==> config.mk <==
export PLATFORM = sky130hd
export DESIGN_NAME = fwd_sel_ctrl
export DESIGN_NICKNAME = d
export VERILOG_FILES = /design/src/rtl/fwd_sel_ctrl.sv
export SDC_FILE = /design/constraint.sdc
export NUM_CORES = 1
export LEC_CHECK = 0
export CELL_PAD_IN_SITES_DETAIL_PLACEMENT = 1
export CELL_PAD_IN_SITES_GLOBAL_PLACEMENT = 2
export CORE_MARGIN = 1.5
export CORE_UTILIZATION = 33
export DETAILED_ROUTE_END_ITERATION = 8
export PLACE_DENSITY_LB_ADDON = 0.1
export SYNTH_ARGS = -nofsm -noshare
export SYNTH_HDL_FRONTEND = slang
export SYNTH_SLANG_ARGS = --single-unit
==> constraint.sdc <==
create_clock -name clk -period 3.5 [get_ports clk]
set_input_delay 0.525 -clock clk [delete_from_list [all_inputs] [get_ports clk]]
set_output_delay 0.525 -clock clk [all_outputs]
set_load 0.02 [all_outputs]
==> src/rtl/fwd_sel_ctrl.sv <==
// rtl/fwd_sel_ctrl.sv - EX-stage operand forwarding select and load-use stall control
module fwd_sel_ctrl #(
    parameter int REG_AW = 5,
    parameter int CNT_W  = 16
) (
    input  logic              clk,
    input  logic              rst,
    input  logic              pipe_en,
    input  logic              flush,
    input  logic              id_valid,
    input  logic [REG_AW-1:0] id_rs1,
    input  logic [REG_AW-1:0] id_rs2,
    input  logic [REG_AW-1:0] id_rd,
    input  logic              id_regwrite,
    input  logic              id_memread,
    output logic [1:0]        fwd_a_sel,
    output logic [1:0]        fwd_b_sel,
    output logic              stall,
    output logic [CNT_W-1:0]  stall_count
);

    localparam logic [1:0] SEL_RF  = 2'b00;
    localparam logic [1:0] SEL_WB  = 2'b01;
    localparam logic [1:0] SEL_MEM = 2'b10;

    // Shadow of the instruction in EX
    logic              ex_v_q,  ex_v_d;
    logic [REG_AW-1:0] ex_rd_q, ex_rd_d;
    logic              ex_rw_q, ex_rw_d;
    logic              ex_mr_q, ex_mr_d;
    // Shadow of the instruction in MEM
    logic              mem_v_q;
    logic [REG_AW-1:0] mem_rd_q;
    logic              mem_rw_q;

    logic [1:0]        fwd_a_q, fwd_a_d;
    logic [1:0]        fwd_b_q, fwd_b_d;
    logic [CNT_W-1:0]  cnt_q,   cnt_d;

    logic              ex_load_pending;
    logic [1:0]        dec_a;
    logic [1:0]        dec_b;

    // Forwarding choice for one source; the nearer (EX) producer wins
    function automatic logic [1:0] fwd_decide(
        input logic [REG_AW-1:0] rs,
        input logic              ev,
        input logic [REG_AW-1:0] erd,
        input logic              erw,
        input logic              emr,
        input logic              mv,
        input logic [REG_AW-1:0] mrd,
        input logic              mrw
    );
        logic [1:0] sel;
        sel = SEL_RF;
        if (rs == '0) begin
            sel = SEL_RF;
        end else if (ev && erw && (erd == rs) && !emr) begin
            sel = SEL_MEM;
        end else if (mv && mrw && (mrd == rs)) begin
            sel = SEL_WB;
        end
        return sel;
    endfunction

    // Load-use hazard detection; a flush squashes the consumer so it never stalls
    always_comb begin
        ex_load_pending = ex_v_q && ex_mr_q && ex_rw_q && (ex_rd_q != '0);
        stall = id_valid && ex_load_pending &&
                ((ex_rd_q == id_rs1) || (ex_rd_q == id_rs2)) && !flush;
        dec_a = fwd_decide(id_rs1, ex_v_q, ex_rd_q, ex_rw_q, ex_mr_q,
                           mem_v_q, mem_rd_q, mem_rw_q);
        dec_b = fwd_decide(id_rs2, ex_v_q, ex_rd_q, ex_rw_q, ex_mr_q,
                           mem_v_q, mem_rd_q, mem_rw_q);
    end

    // Next EX shadow entry, selects and stall counter
    always_comb begin
        ex_v_d  = 1'b0;
        ex_rd_d = id_rd;
        ex_rw_d = id_regwrite;
        ex_mr_d = id_memread;
        fwd_a_d = SEL_RF;
        fwd_b_d = SEL_RF;
        cnt_d   = cnt_q;
        if (!flush && !stall && id_valid) begin
            ex_v_d  = 1'b1;
            fwd_a_d = dec_a;
            fwd_b_d = dec_b;
        end
        if (stall && (cnt_q != {CNT_W{1'b1}})) begin
            cnt_d = cnt_q + 1'b1;
        end
    end

    // State advances only when the global pipeline moves
    always_ff @(posedge clk) begin
        if (rst) begin
            ex_v_q   <= 1'b0;
            ex_rd_q  <= '0;
            ex_rw_q  <= 1'b0;
            ex_mr_q  <= 1'b0;
            mem_v_q  <= 1'b0;
            mem_rd_q <= '0;
            mem_rw_q <= 1'b0;
            fwd_a_q  <= SEL_RF;
            fwd_b_q  <= SEL_RF;
            cnt_q    <= '0;
        end else if (pipe_en) begin
            mem_v_q  <= ex_v_q;
            mem_rd_q <= ex_rd_q;
            mem_rw_q <= ex_rw_q;
            ex_v_q   <= ex_v_d;
            ex_rd_q  <= ex_rd_d;
            ex_rw_q  <= ex_rw_d;
            ex_mr_q  <= ex_mr_d;
            fwd_a_q  <= fwd_a_d;
            fwd_b_q  <= fwd_b_d;
            cnt_q    <= cnt_d;
        end
    end

    assign fwd_a_sel   = fwd_a_q;
    assign fwd_b_sel   = fwd_b_q;
    assign stall_count = cnt_q;

endmodule

==> impl_metrics.toml, run 1 <==
[cells_and_area]
layout-drive-gt1-share = 0.112
antenna_cells = 0
final_nets = 281
final_cell_mix = "clkdlybuf4s50_1 (42), dfxtp_1 (35), nor2_1 (25), mux2i_1 (14)"
layout_commonest_cell = "clkdlybuf4s50_1"
fillCellCount = 690
final_cell_area_um2 = 2560
stdcell_count = 333
areaGrowthSynthToFinish_pct = 28.4

[critical_path]
endpoint_kind = "output port"
cp-start-kind = "input pin"
cp_cell_sequence = "clkdlybuf4s50_1 -> xnor2_2 -> nand3_1 -> o22a_2 -> nand2b_1 -> nor2_1 -> clkdlybuf4s50_1"
cp_max_fo = 4
path_class = "in -> out"
r2r.worst_path.cells = 6
slowest_delay_ns = 0.61
slowest_stage = "clkdlybuf4s50_1"
crit_top_cell = "clkdlybuf4s50_1"
worstPathArrival_ns = 2.54
worstPathRequired_ns = 2.97

[floorplanning]
fp.coreArea_um2 = 5890
rows = 28
initial_core_util = 0.339
die_w_um = 80.7
chipHeight_um = 80.7
pin_count = 43
die_area_um2 = 6510

[clock_tree]
cts_buffer_depth = 2
cts_setup_buffers = 0
cts-resized-gates = 0
htree_levels = 2
cts_hold_buf = 0
cts_tree = "done"
clkTransAtPathRegs_ns = 0.07
clock_latency_ns = 0.29
numCtsBuffers = 5
cts.sinks = 35
cts_root_buf = "clkbuf_8"

[power_and_ir_drop]
seqPwrFrac = 0.513
power.leakage_nw = 0.905
p_comb_frac = 0.119
p_sw_frac = 0.247
p_clk_frac = 0.367
intPower_mw = 0.612
power_density_nw_per_um2 = 318
ir_worst_vdd_mv = 0.135
switchingPower_mw = 0.201

[yosys]
synthArstFlopShare = 0
syn_area_um2 = 1990
yosys.area.top_type = "dfxtp_1"
synthCells = 216
ys_seq_area_frac = 0.352
synth-adder-area-share = 0.00628
ys_ff_latch = 35
synth_warnings = 0
synth_area_leaders = "dfxtp_1 (35%), mux2i_1 (7.0%), xnor2_1 (4.8%), nor2_1 (4.7%), xor2_1 (3.5%)"
synth_mux_area_frac = 0.112
synth_nets = 239
synth_compound_gate_area_share = 0.109
synthFlopType = "dfxtp_1"
yosys.area_share.xor_xnor = 0.0917
synth_top_family_by_area = "simple AND/OR/NAND/NOR gates"
synthDominantCellAreaShare = 0.352
synthSimpleGateAreaFrac = 0.299
synth_area_per_cell_um2 = 9.23
post_synth_num_cell_types = 45
synth_edf_count = 0

[sta]
whs_ns = 0.475
min_period_ns = 3.06
fin_ws_ns = 0.438
slew_headroom = 0.728
min_period_over_period = 0.875
max_freq_mhz = 327
rsz0062_at_grt = "false"
setup_violations = 0
slew_viol_final = 0
skew_ns = 0.00938
setup-tns-final_ns = 0
worst_pin_slew_ns = 0.404
finalHoldViolCount = 0

[drt]
route.detailed.wl_per_inst_um = 15.1
ant_nets = 0
drc = 0
firstDrtPassIters = 4
drt_iter0_markers = 12
vias = 1724
routed_via_density = 5.18
routed_wl_mm = 5.03

[min_path]
min_path_type = "reg -> reg"
whs_path_depth = 1

[global_route]
overflow = 0
grt_max_degree = 37
grt_pass1_vias = 1686
grt_usage = 0.163
antenna_found_initial = 0
grt_pass1_wl_mm = 8.22

[run]
max_cap_viol_count = 0

[run_status]
status = "finished, final reports clean"

[placement]
portBuffers = 42
gp_congestion = 0.750
dpl.hpwl_mm = 3.70
post-place-ws_ns = 0.400
place_area_um2 = 2470
dp_cells = 326
through the flow:
stage | utilization | power (mW)
4_1_cts | 0.435 | 0.826
2_1_floorplan | - | 0.484
3_5_place_dp | 0.420 | 0.525
5_1_grt | 0.435 | 0.850
6_report | 0.435 | 0.812
3_3_place_gp | 0.420 | 0.524
area by class of cell:
cell class,count,area (um2),area share
Clock inverter,1,5.00,0.00196
Multi-Input combinational cell,170,1230,0.481
Tap cell,75,93.8,0.0367
Timing Repair Buffer,45,443,0.173
Sequential cell,35,701,0.274
Clock buffer,6,82.6,0.0323
Inverter,1,3.75,0.00147
sequential cells by signal, summed over array words and instances (netlist names):
signal,flops
mem_rw_q,1
ex_rd_q,5
fwd_b_sel,2
ex_rw_q,1
ex_mr_q,1
mem_v_q,1
stall_count,16
mem_rd_q,5
fwd_a_sel,2
ex_v_q,1
worst paths after layout:
kind	slack, ns	end	from
setup / recovery	0.44	stall	id_rs2[4]
hold / removal	0.47	fwd_b_sel[1]	fwd_b_sel[1]
setup reg to reg	1.39	stall_count[8]	ex_rd_q[4]
hold reg to reg	0.47	fwd_b_sel[1]	fwd_b_sel[1]
critical path, delay by kind of cell:
family,cells,cell delay [ns]
buf+inv,2,1.17
simple gates,3,0.44
compound gates,1,0.26
xor+xnor,1,0.13
power groups by stage:
| stage | Clock, mW | Sequential, mW | Combinational, mW |
|---|---|---|---|
| global route | 0.327 | 0.418 | 0.105 |
| finish | 0.298 | 0.417 | 0.0969 |
| CTS | 0.310 | 0.417 | 0.0987 |
| floorplan | 0 | 0.422 | 0.0618 |
| detailed placement | 0 | 0.427 | 0.0980 |
| global placement | 0 | 0.427 | 0.0973 |
routing by layer:
layer | part of all wire | vias to the layer above | global-route usage | routed length (um)
met1 | 0.46 | 811 | 0.196 | 2330
met2 | 0.48 | 32 | 0.290 | 2430
met3 | 0.041 | 6 | 0.0330 | 206
met5 | 0 | - | 0 | 0
met4 | 0.011 | 0 | 0.0517 | 55
li1 | - | 875 | - | -
logic make-up (layout without fill, tap and decap cells):
family,after synthesis,after routing
adder cells (fa/ha/maj),1,1
buffers and inverters,11,53
AND/OR/NAND/NOR,101,101
XOR/XNOR,20,20
AO/OA/AOI/OAI,28,28
flip-flops,35,35
multiplexers,20,20
Yosys cell counts (2+ instances only):
master     n
buf_6      2
a32o_1     2
and3_1     5
xor2_1     8
mux2_4     4
o31ai_1    7
clkbuf_1   4
or4_1      8
mux2_1     2
nand2_4    2
or3_1      2
dfxtp_1   35
nor2_1    25
xnor2_1   11
nor3_1     8
nand3_1    7
buf_2      2
nor2b_1    6
o21ai_0    2
nor4_1     4
or4_4      2
a22o_1     3
nor4_2     4
nand2_1   11
mux2i_1   14
a21oi_1    9
nand4_1    9
Note: power is estimated with default switching activity, not from simulation.
==> inputs of run 2 (changes only) <==
- CAP_MARGIN: unset -> 25
==> results of run 2 <==
The final DEF is identical to that of run 1; final timing and power are the same.
==> inputs of run 3 (changes only) <==
- GPL_ROUTABILITY_DRIVEN: unset -> 0
- PLACE_DENSITY_LB_ADDON: 0.1 -> 0.3
- SLEW_MARGIN: unset -> 25
==> run 3 against run 2 <==
Final cell count unchanged. Highest routed layer unchanged. Flip-flop and latch count unchanged. Global-route usage grew 1.5 points. Combinational power rose by 0.9%.
==> impl_metrics.toml, run 3 (synthesized netlist as in run 1, its figures left out) <==
[power_and_ir_drop]
ir_worst_vdd_mv = 0.155
fin_total_pwr_mw = 0.820
power.leakage_nw = 0.905
power_density_nw_per_um2 = 320

[cells_and_area]
final_nets = 281
regArea_um2 = 701
stdcell_count = 333
layout-drive-gt1-share = 0.112
antenna_cells = 0
final_cell_mix = "clkdlybuf4s50_1 (42), dfxtp_1 (35), nor2_1 (25), mux2i_1 (14)"
multi_input_area_um2 = 1230
layout_commonest_cell = "clkdlybuf4s50_1"
fillCellCount = 684
areaGrowthSynthToFinish_pct = 28.4
largest_reg_flops = 16
fin_util = 0.435
final_cell_area_um2 = 2560

[sta]
max_freq_mhz = 331
min_period_over_period = 0.862
setup-tns-final_ns = 0
min_period_ns = 3.02
setup_violations = 0
slew_viol_final = 0
rsz0062_at_grt = "false"
finalHoldViolCount = 0
worst_pin_slew_ns = 0.381
skew_ns = 0.00428
slew_headroom = 0.746

[clock_tree]
cts_setup_buffers = 0
clkTransAtPathRegs_ns = 0.07
cts_root_buf = "clkbuf_8"
clock_latency_ns = 0.29
htree_levels = 2
numCtsBuffers = 5
cts_buffer_depth = 2
cts-resized-gates = 0
cts.sinks = 35
cts_tree = "done"
cts_hold_buf = 0

[critical_path]
cp-start-kind = "input pin"
r2r.worst_path.cells = 6
worstPathArrival_ns = 2.49
r2r_slack_ns = 1.33
path_class = "in -> out"
endpoint_kind = "output port"
worstPathRequired_ns = 2.97
cp_max_fo = 4
r2r-end = "stall_count[8]"
r2r-start = "ex_rd_q[4]"

[global_route]
grt_pass1_wl_mm = 8.97
grt_max_degree = 33
antenna_found_initial = 0
overflow = 0
grt_usage = 0.178
grt_pass1_vias = 1769

[floorplanning]
fp.coreArea_um2 = 5890
pin_count = 43
die_area_um2 = 6510
rows = 28
die_w_um = 80.7
chipHeight_um = 80.7
initial_core_util = 0.339

[drt]
routed_wl_mm = 5.27
vias = 1757
route.detailed.wl_per_inst_um = 15.8
ant_nets = 0
routed_via_density = 5.28
drt_iter0_markers = 51
drc = 0
firstDrtPassIters = 4

[run]
max_cap_viol_count = 0

[placement]
place_area_um2 = 2470
portBuffers = 42
dpl.hpwl_mm = 3.96
dp_cells = 326

[min_path]
whs_path_depth = 1
hold_path_end = "fwd_a_sel[0]"
min_path_type = "reg -> reg"
min_from = "fwd_a_sel[0]"

[run_status]
status = "finished, final reports clean"
[run 3: how the worst max path moves through the flow]
stage | startpoint | endpoint | slack (ns) | depth (start not counted)
after floorplan | id_rs2[0] | stall | 1.33 | 6
final | id_rs2[4] | stall | 0.48 | 7
after global placement | id_rs2[4] | stall | 0.50 | 7
after global routing | id_rs2[4] | stall | 0.36 | 7
after detailed placement | id_rs2[0] | stall | 0.47 | 7
after CTS | id_rs2[4] | stall | 0.47 | 7
[run 3: metal layers]
layer  global-route usage  wire length, um
met5                    0                0
met2                0.287             2360
met1                0.237             2640
met3               0.0409              190
met4               0.0517               78
[run 3: layout make-up]
type,count,share of cell area
Clock buffer,6,0.0323
Multi-Input combinational cell,170,0.481
Inverter,1,0.00147
Timing Repair Buffer,45,0.173
Sequential cell,35,0.274
Clock inverter,1,0.00196
Tap cell,75,0.0367
[run 3: critical path, stage by stage]
cell and delay, ns:
clkdlybuf4s50_1 0.56, xnor2_2 0.13, nand3_1 0.11, o22a_2 0.26
nand2b_1 0.19, nor2_1 0.10, clkdlybuf4s50_1 0.60
[run 3: through the flow]
| stage | hold WS, ns | setup WS (ns) |
|---|---|---|
| after floorplan | 0.460 | 1.33 |
| after global placement | 0.449 | 0.505 |
| after detailed placement | 0.478 | 0.474 |
| after CTS | 0.495 | 0.472 |
| after global routing | 0.507 | 0.356 |
| final | 0.491 | 0.482 |
[run 3: report_power, final]
part | internal [mW] | switching [mW] | total [mW]
combinational | 0.0513 | 0.0465 | 0.0978
sequential | 0.406 | 0.0122 | 0.418
clock | 0.155 | 0.149 | 0.304
